### src/rtl/bus_master_port.sv
// Master-side bus port: converts one parallel command into the serial
// request / slave-select / address / data sequence expected by the arbiter.
module bus_master_port #(
  parameter int ADDR_WIDTH = 12,
  parameter int DATA_WIDTH = 8,
  parameter int TIMEOUT    = 64
) (
  input  logic                  clk,
  input  logic                  reset,
  input  logic                  cmd_start,
  output logic                  cmd_ready,
  input  logic                  cmd_write,
  input  logic [1:0]            cmd_slave,
  input  logic [ADDR_WIDTH-1:0] cmd_addr,
  input  logic [DATA_WIDTH-1:0] cmd_wdata,
  output logic [DATA_WIDTH-1:0] rd_data,
  output logic                  done,
  output logic                  error,
  output logic                  bus_request,
  output logic                  bus_address_valid,
  output logic                  bus_address,
  output logic                  bus_data,
  output logic                  bus_valid,
  output logic                  bus_write_en,
  output logic                  bus_burst,
  input  logic                  bus_available,
  input  logic                  bus_ready,
  input  logic                  bus_data_in,
  input  logic                  bus_valid_in
);

  localparam int SW   = ADDR_WIDTH + 3;
  localparam int CMAX = (ADDR_WIDTH > DATA_WIDTH) ? ADDR_WIDTH : DATA_WIDTH;
  localparam int CW   = $clog2(CMAX + 1);
  localparam int TW   = $clog2(TIMEOUT) + 1;
  localparam logic [CW-1:0] CNT_ZERO  = {CW{1'b0}};
  localparam logic [CW-1:0] CNT_ONE   = CW'(1);
  localparam logic [CW-1:0] CNT_TWO   = CW'(2);
  localparam logic [CW-1:0] ADDR_LAST = CW'(ADDR_WIDTH - 1);
  localparam logic [CW-1:0] DATA_LAST = CW'(DATA_WIDTH - 1);
  localparam logic [TW-1:0] TMO_ZERO  = {TW{1'b0}};
  localparam logic [TW-1:0] TMO_ONE   = TW'(1);
  localparam logic [TW-1:0] TMO_LAST  = TW'(TIMEOUT - 1);

  typedef enum logic [3:0] {
    ST_IDLE  = 4'd0, ST_REQ   = 4'd1, ST_SEL   = 4'd2,
    ST_CONN  = 4'd3, ST_ADDR  = 4'd4, ST_WDATA = 4'd5,
    ST_WACK  = 4'd6, ST_RWAIT = 4'd7, ST_REL   = 4'd8
  } state_t;

  state_t                state_r, next_s;
  logic [CW-1:0]         cnt_r, cnt_next_s;
  logic [TW-1:0]         tmo_r, tmo_next_s;
  logic                  done_next_s, error_next_s;
  logic                  write_r;
  logic [SW-1:0]         ash_r;
  logic [DATA_WIDTH-1:0] dsh_r, rd_data_r;
  logic                  req_next_s, av_next_s, valid_next_s, we_next_s;
  logic                  addr_bit_next_s, data_bit_next_s;
  logic                  done_r, error_r, req_r, av_r, valid_r, we_r, addr_bit_r, data_bit_r;

  assign cmd_ready         = (state_r == ST_IDLE);
  assign rd_data           = rd_data_r;
  assign done              = done_r;
  assign error             = error_r;
  assign bus_request       = req_r;
  assign bus_address_valid = av_r;
  assign bus_address       = addr_bit_r;
  assign bus_data          = data_bit_r;
  assign bus_valid         = valid_r;
  assign bus_write_en      = we_r;
  assign bus_burst         = 1'b0;

  // Next-state, phase counter and wait-state timeout decode
  always_comb begin
    next_s       = state_r;
    cnt_next_s   = cnt_r;
    tmo_next_s   = tmo_r;
    done_next_s  = 1'b0;
    error_next_s = 1'b0;
    case (state_r)
      ST_IDLE: begin
        cnt_next_s = CNT_ZERO;
        tmo_next_s = TMO_ZERO;
        if (cmd_start) begin
          if (cmd_slave == 2'd0) begin
            error_next_s = 1'b1;
            next_s       = ST_IDLE;
          end else begin
            next_s = ST_REQ;
          end
        end else begin
          next_s = ST_IDLE;
        end
      end
      // cnt_r tracks consecutive cycles with the bus available
      ST_REQ: begin
        if (bus_available && (cnt_r == CNT_ONE)) begin
          next_s     = ST_SEL;
          cnt_next_s = CNT_ZERO;
        end else if (tmo_r == TMO_LAST) begin
          next_s       = ST_REL;
          error_next_s = 1'b1;
        end else begin
          cnt_next_s = bus_available ? CNT_ONE : CNT_ZERO;
          tmo_next_s = tmo_r + TMO_ONE;
        end
      end
      ST_SEL: begin
        if (cnt_r == CNT_TWO) begin
          next_s     = ST_CONN;
          cnt_next_s = CNT_ZERO;
        end else begin
          cnt_next_s = cnt_r + CNT_ONE;
        end
      end
      ST_CONN: begin
        if (cnt_r == CNT_ONE) begin
          next_s     = ST_ADDR;
          cnt_next_s = CNT_ZERO;
        end else begin
          cnt_next_s = cnt_r + CNT_ONE;
        end
      end
      ST_ADDR: begin
        if (cnt_r == ADDR_LAST) begin
          next_s     = write_r ? ST_WDATA : ST_RWAIT;
          cnt_next_s = CNT_ZERO;
          tmo_next_s = TMO_ZERO;
        end else begin
          cnt_next_s = cnt_r + CNT_ONE;
        end
      end
      ST_WDATA: begin
        if (cnt_r == DATA_LAST) begin
          next_s     = ST_WACK;
          cnt_next_s = CNT_ZERO;
          tmo_next_s = TMO_ZERO;
        end else begin
          cnt_next_s = cnt_r + CNT_ONE;
        end
      end
      ST_WACK: begin
        if (bus_ready) begin
          next_s      = ST_REL;
          done_next_s = 1'b1;
        end else if (tmo_r == TMO_LAST) begin
          next_s       = ST_REL;
          error_next_s = 1'b1;
        end else begin
          tmo_next_s = tmo_r + TMO_ONE;
        end
      end
      // a final bit arriving on the last allowed cycle still completes
      ST_RWAIT: begin
        if (bus_valid_in && (cnt_r == DATA_LAST)) begin
          next_s      = ST_REL;
          done_next_s = 1'b1;
        end else if (tmo_r == TMO_LAST) begin
          next_s       = ST_REL;
          error_next_s = 1'b1;
        end else begin
          tmo_next_s = tmo_r + TMO_ONE;
          if (bus_valid_in) begin
            cnt_next_s = cnt_r + CNT_ONE;
          end else begin
            cnt_next_s = cnt_r;
          end
        end
      end
      ST_REL:  next_s = ST_IDLE;
      default: next_s = ST_IDLE;
    endcase
  end

  // Bus outputs for the upcoming state, registered below
  always_comb begin
    req_next_s      = 1'b0;
    av_next_s       = 1'b0;
    valid_next_s    = 1'b0;
    we_next_s       = 1'b0;
    addr_bit_next_s = 1'b0;
    data_bit_next_s = 1'b0;
    case (next_s)
      ST_REQ: begin
        req_next_s = 1'b1;
        av_next_s  = 1'b1;
      end
      ST_SEL: begin
        req_next_s      = 1'b1;
        valid_next_s    = 1'b1;
        addr_bit_next_s = ash_r[SW-1];
      end
      ST_CONN: req_next_s = 1'b1;
      ST_ADDR: begin
        req_next_s      = 1'b1;
        valid_next_s    = 1'b1;
        addr_bit_next_s = ash_r[SW-1];
        we_next_s       = write_r;
      end
      ST_WDATA: begin
        req_next_s      = 1'b1;
        valid_next_s    = 1'b1;
        data_bit_next_s = dsh_r[DATA_WIDTH-1];
        we_next_s       = write_r;
      end
      ST_WACK, ST_RWAIT: begin
        req_next_s = 1'b1;
        we_next_s  = write_r;
      end
      default: req_next_s = 1'b0;
    endcase
  end

  // State, counters, command latch and serial shift registers
  always_ff @(posedge clk or posedge reset) begin
    if (reset) begin
      state_r   <= ST_IDLE;
      cnt_r     <= CNT_ZERO;
      tmo_r     <= TMO_ZERO;
      write_r   <= 1'b0;
      ash_r     <= {SW{1'b0}};
      dsh_r     <= {DATA_WIDTH{1'b0}};
      rd_data_r <= {DATA_WIDTH{1'b0}};
    end else begin
      state_r <= next_s;
      cnt_r   <= cnt_next_s;
      tmo_r   <= tmo_next_s;
      if ((state_r == ST_IDLE) && cmd_start) begin
        write_r <= cmd_write;
        ash_r   <= {cmd_slave[1], cmd_slave[1], cmd_slave[0], cmd_addr};
        dsh_r   <= cmd_wdata;
      end else begin
        if ((next_s == ST_SEL) || (next_s == ST_ADDR)) begin
          ash_r <= {ash_r[SW-2:0], 1'b0};
        end
        if (next_s == ST_WDATA) begin
          dsh_r <= {dsh_r[DATA_WIDTH-2:0], 1'b0};
        end
      end
      if ((state_r == ST_RWAIT) && bus_valid_in) begin
        rd_data_r <= {rd_data_r[DATA_WIDTH-2:0], bus_data_in};
      end
    end
  end

  // Registered status and bus outputs
  always_ff @(posedge clk or posedge reset) begin
    if (reset) begin
      done_r     <= 1'b0;
      error_r    <= 1'b0;
      req_r      <= 1'b0;
      av_r       <= 1'b0;
      valid_r    <= 1'b0;
      we_r       <= 1'b0;
      addr_bit_r <= 1'b0;
      data_bit_r <= 1'b0;
    end else begin
      done_r     <= done_next_s;
      error_r    <= error_next_s;
      req_r      <= req_next_s;
      av_r       <= av_next_s;
      valid_r    <= valid_next_s;
      we_r       <= we_next_s;
      addr_bit_r <= addr_bit_next_s;
      data_bit_r <= data_bit_next_s;
    end
  end

endmodule
### config.mk
export PLATFORM = sky130hd
export DESIGN_NAME = bus_master_port
export DESIGN_NICKNAME = d
export VERILOG_FILES = /design/src/rtl/bus_master_port.sv
export SDC_FILE = /design/constraint.sdc
export NUM_CORES = 1
export LEC_CHECK = 0
export CAP_MARGIN = 40
export CORE_MARGIN = 2
export CORE_UTILIZATION = 35
export CTS_CLUSTER_SIZE = 20
export DETAILED_ROUTE_END_ITERATION = 8
export GPL_ROUTABILITY_DRIVEN = 0
export PLACE_DENSITY_LB_ADDON = 0.08
export SETUP_SLACK_MARGIN = 0.05
export SKIP_CTS_REPAIR_TIMING = 1
export SYNTH_ARGS = -nofsm -noshare
export SYNTH_HDL_FRONTEND = slang
export SYNTH_SLANG_ARGS = --single-unit
### constraint.sdc
create_clock -name clk -period 3.82 [get_ports clk]
set_input_delay 0.573 -clock clk [delete_from_list [all_inputs] [get_ports clk]]
set_output_delay 0.573 -clock clk [all_outputs]
set_load 0.03 [all_outputs]
==> run metrics <==
clock power share 0.158; DRT antenna net count 0; Crit. End Element primary output; H-Tree Depth 2; Final nets 360; fin area 3521 um2; largest net degree at the start of global routing 29; top post-synthesis cells by count dfrtp_1 (55), nand2_1 (32), nor2_1 (26); layout cells sized above 1 0.09480; Top Ports 48; Initial Utilization 0.3564; Post-Synthesis Cells 285; Most Crowded Layer GR met2; final hold viol count 0; Worst Clk Skew 0.008120 ns; post-route clock period utilization 0.7178; Detail Placement HPWL 4453 um; min-delay worst type reg -> reg; Slew HR 0.5383; Die Ht 94.78 um; Routed WL 6222 um; Worst Path Required 3.25 ns; DR vias 2,218; Psw 869.2 uW; count leader, synth dfrtp_1; mapped cell area 2884 um2; Area contributors post-synth dfrtp_1 (48%), mux2i_1 (7.6%), nand2_1 (4.2%); CP Class reg -> out; full die area 8982 um2; Unique masters post-synth 58; YS warnings 0; Final setup viols 0; synthesized flop and latch total 55; worst vdd ir 0.2266 mV; global routing usage on met2 0.2175; CTS tree done; global-route wire length before repair 10,290 um; clk sink count 55; Logic pwr share 0.428; Synth area leader dfrtp_1; post-synth top area share 0.4772; grt ovf 0; M1 GR Usage 0.2128; WL/cell 14.40 um; async set or reset register ratio after synthesis 1.000; CTS buffer count 5; Pwr Density 619.6 nW/um2; initial antenna violation count 0; # DRC 0; max-cap violations 0; Pint 1312 uW; Rows 33; status complete, no violations; die width 94.78 um; via/cell ratio 5.134; Sequential Power Share 0.414; Placed Area 3425 um2; Area Overhead vs Synth 22.08%; Worst Path Arrival 2.17 ns; met3 usage in global routing 0.03671; CTS root buffer clkbuf_8; Tmin final 2.742 ns; Overall Global Routing Usage 0.1461; fmax 364.7 MHz; Worst Path Max Fanout 13; Worst-Skew Late Latency 0.31 ns; Clk pin slew, worst setup/hold paths 0.11 ns; placed insts 424; multi-input logic area 1400 um2; First-pass DRT Iterations 4; Max Slew Vio Count 0; register area share after synthesis 0.4772; Post-Syn Nets 319; predominant post-synthesis flop cell dfrtp_1; Non-Filler Instances 432; Pwr Total 2182 uW; RSZ-0062 raised after global routing false; Post-synth EDFFs 0; CP Launch Type flop; CTS max path bufs 2; syn_area_per_cell 10.12 um2; final setup TNS 0 ns; switching share of power 0.3984; drt first-iter violations 79; static leakage 0.001518 uW; diode count 0; vias in the first global route 2,030; FILL cells 818; core box area 8093 um2; Worst Tran Pin Value 0.6873 ns; IO Port Bufs 46; register area 1376 um2
## cells in the final DEF (no fill, tap or decap), types with 3 or more instances in the layout
cell / count
nor2_1: 26
nand2b_1: 3
a21o_1: 3
nand2_1: 32
dfrtp_1: 55
nor2b_1: 4
nor3b_1: 4
and2_1: 6
mux2_2: 8
clkdlybuf4s50_1: 46
nor3_1: 5
mux2i_1: 22
nand3_1: 3
o21ai_0: 12
o21ai_1: 8
a21oi_1: 23
ha_1: 4
clkbuf_8: 5
inv_1: 6
## power by group through the flow
stage                     clock network [uW]  logic (uW)  registers [uW]
after floorplan                            0         691             915
after CTS                                361         948             902
after detailed placement                   0         944             914
after global routing                     386        1040             930
final                                    345         934             902
after global placement                     0         929             914
## through the flow
stage	setup slack [ns]	hold WS, ns	utilization
2_1_floorplan	1.321	0.4522	-
3_3_place_gp	0.9776	0.4754	0.4213
3_5_place_dp	1.011	0.4805	0.4232
4_1_cts	1.048	0.5061	0.4351
5_1_grt	0.9060	0.5346	0.4351
6_report	1.078	0.5006	0.4351
## final cells by class
| type | count | area share |
|---|---|---|
| Multi-Input combinational cell | 208 | 0.3977 |
| Clock inverter | 3 | 0.007818 |
| Clock buffer | 5 | 0.01955 |
| Tap cell | 105 | 0.03731 |
| Sequential cell | 55 | 0.3909 |
| Timing Repair Buffer | 49 | 0.1393 |
| Inverter | 7 | 0.007463 |
## worst paths after layout
path                            start     endpoint  slack, ns  cells past startpoint
max                        state_r[0]    cmd_ready       1.08                      2
min                         ash_r[14]  bus_address       0.50                      1
max reg2reg                  cnt_r[1]     ash_r[1]       1.29                      8
min reg2reg                 ash_r[14]  bus_address       0.50                      1
max in group asynchronous       reset        error       2.39                      3
min in group asynchronous       reset     bus_data       0.65                      2
## critical path, cell delays in order, from the launching register on
cell,delay (ns)
dfrtp_1,0.59
nor4_2,0.50
clkdlybuf4s50_1,0.76
## cells by family (layout without fill, tap and decap cells)
group	count (synthesis)	count (layout)	share of synthesized area
compound gates	71	71	0.1731
flops	55	55	0.4772
simple gates	102	102	0.1861
mux	30	30	0.1076
other cells	1	1	0.001300
buf+inv	22	64	0.03731
fa+ha+maj	4	4	0.01735
## flip-flops by register name (all words and copies together), names as in the netlist
| register | flops |
|---|---|
| ash_r | 15 |
| dsh_r | 8 |
| rd_data | 8 |
| tmo_r | 7 |
| cnt_r | 4 |
| state_r | 4 |
| bus_address | 1 |
| bus_address_valid | 1 |
| bus_data | 1 |
| bus_request | 1 |
| bus_valid | 1 |
| bus_write_en | 1 |
| done | 1 |
| error | 1 |
| write_r | 1 |
## per-layer routing
metal | part of all wire | vias up
li1 | - | 1100
met1 | 0.49 | 1073
met2 | 0.46 | 43
met3 | 0.048 | 2
met4 | 0.0064 | 0
met5 | 0 | -
Power figures use the tool's default switching activity.
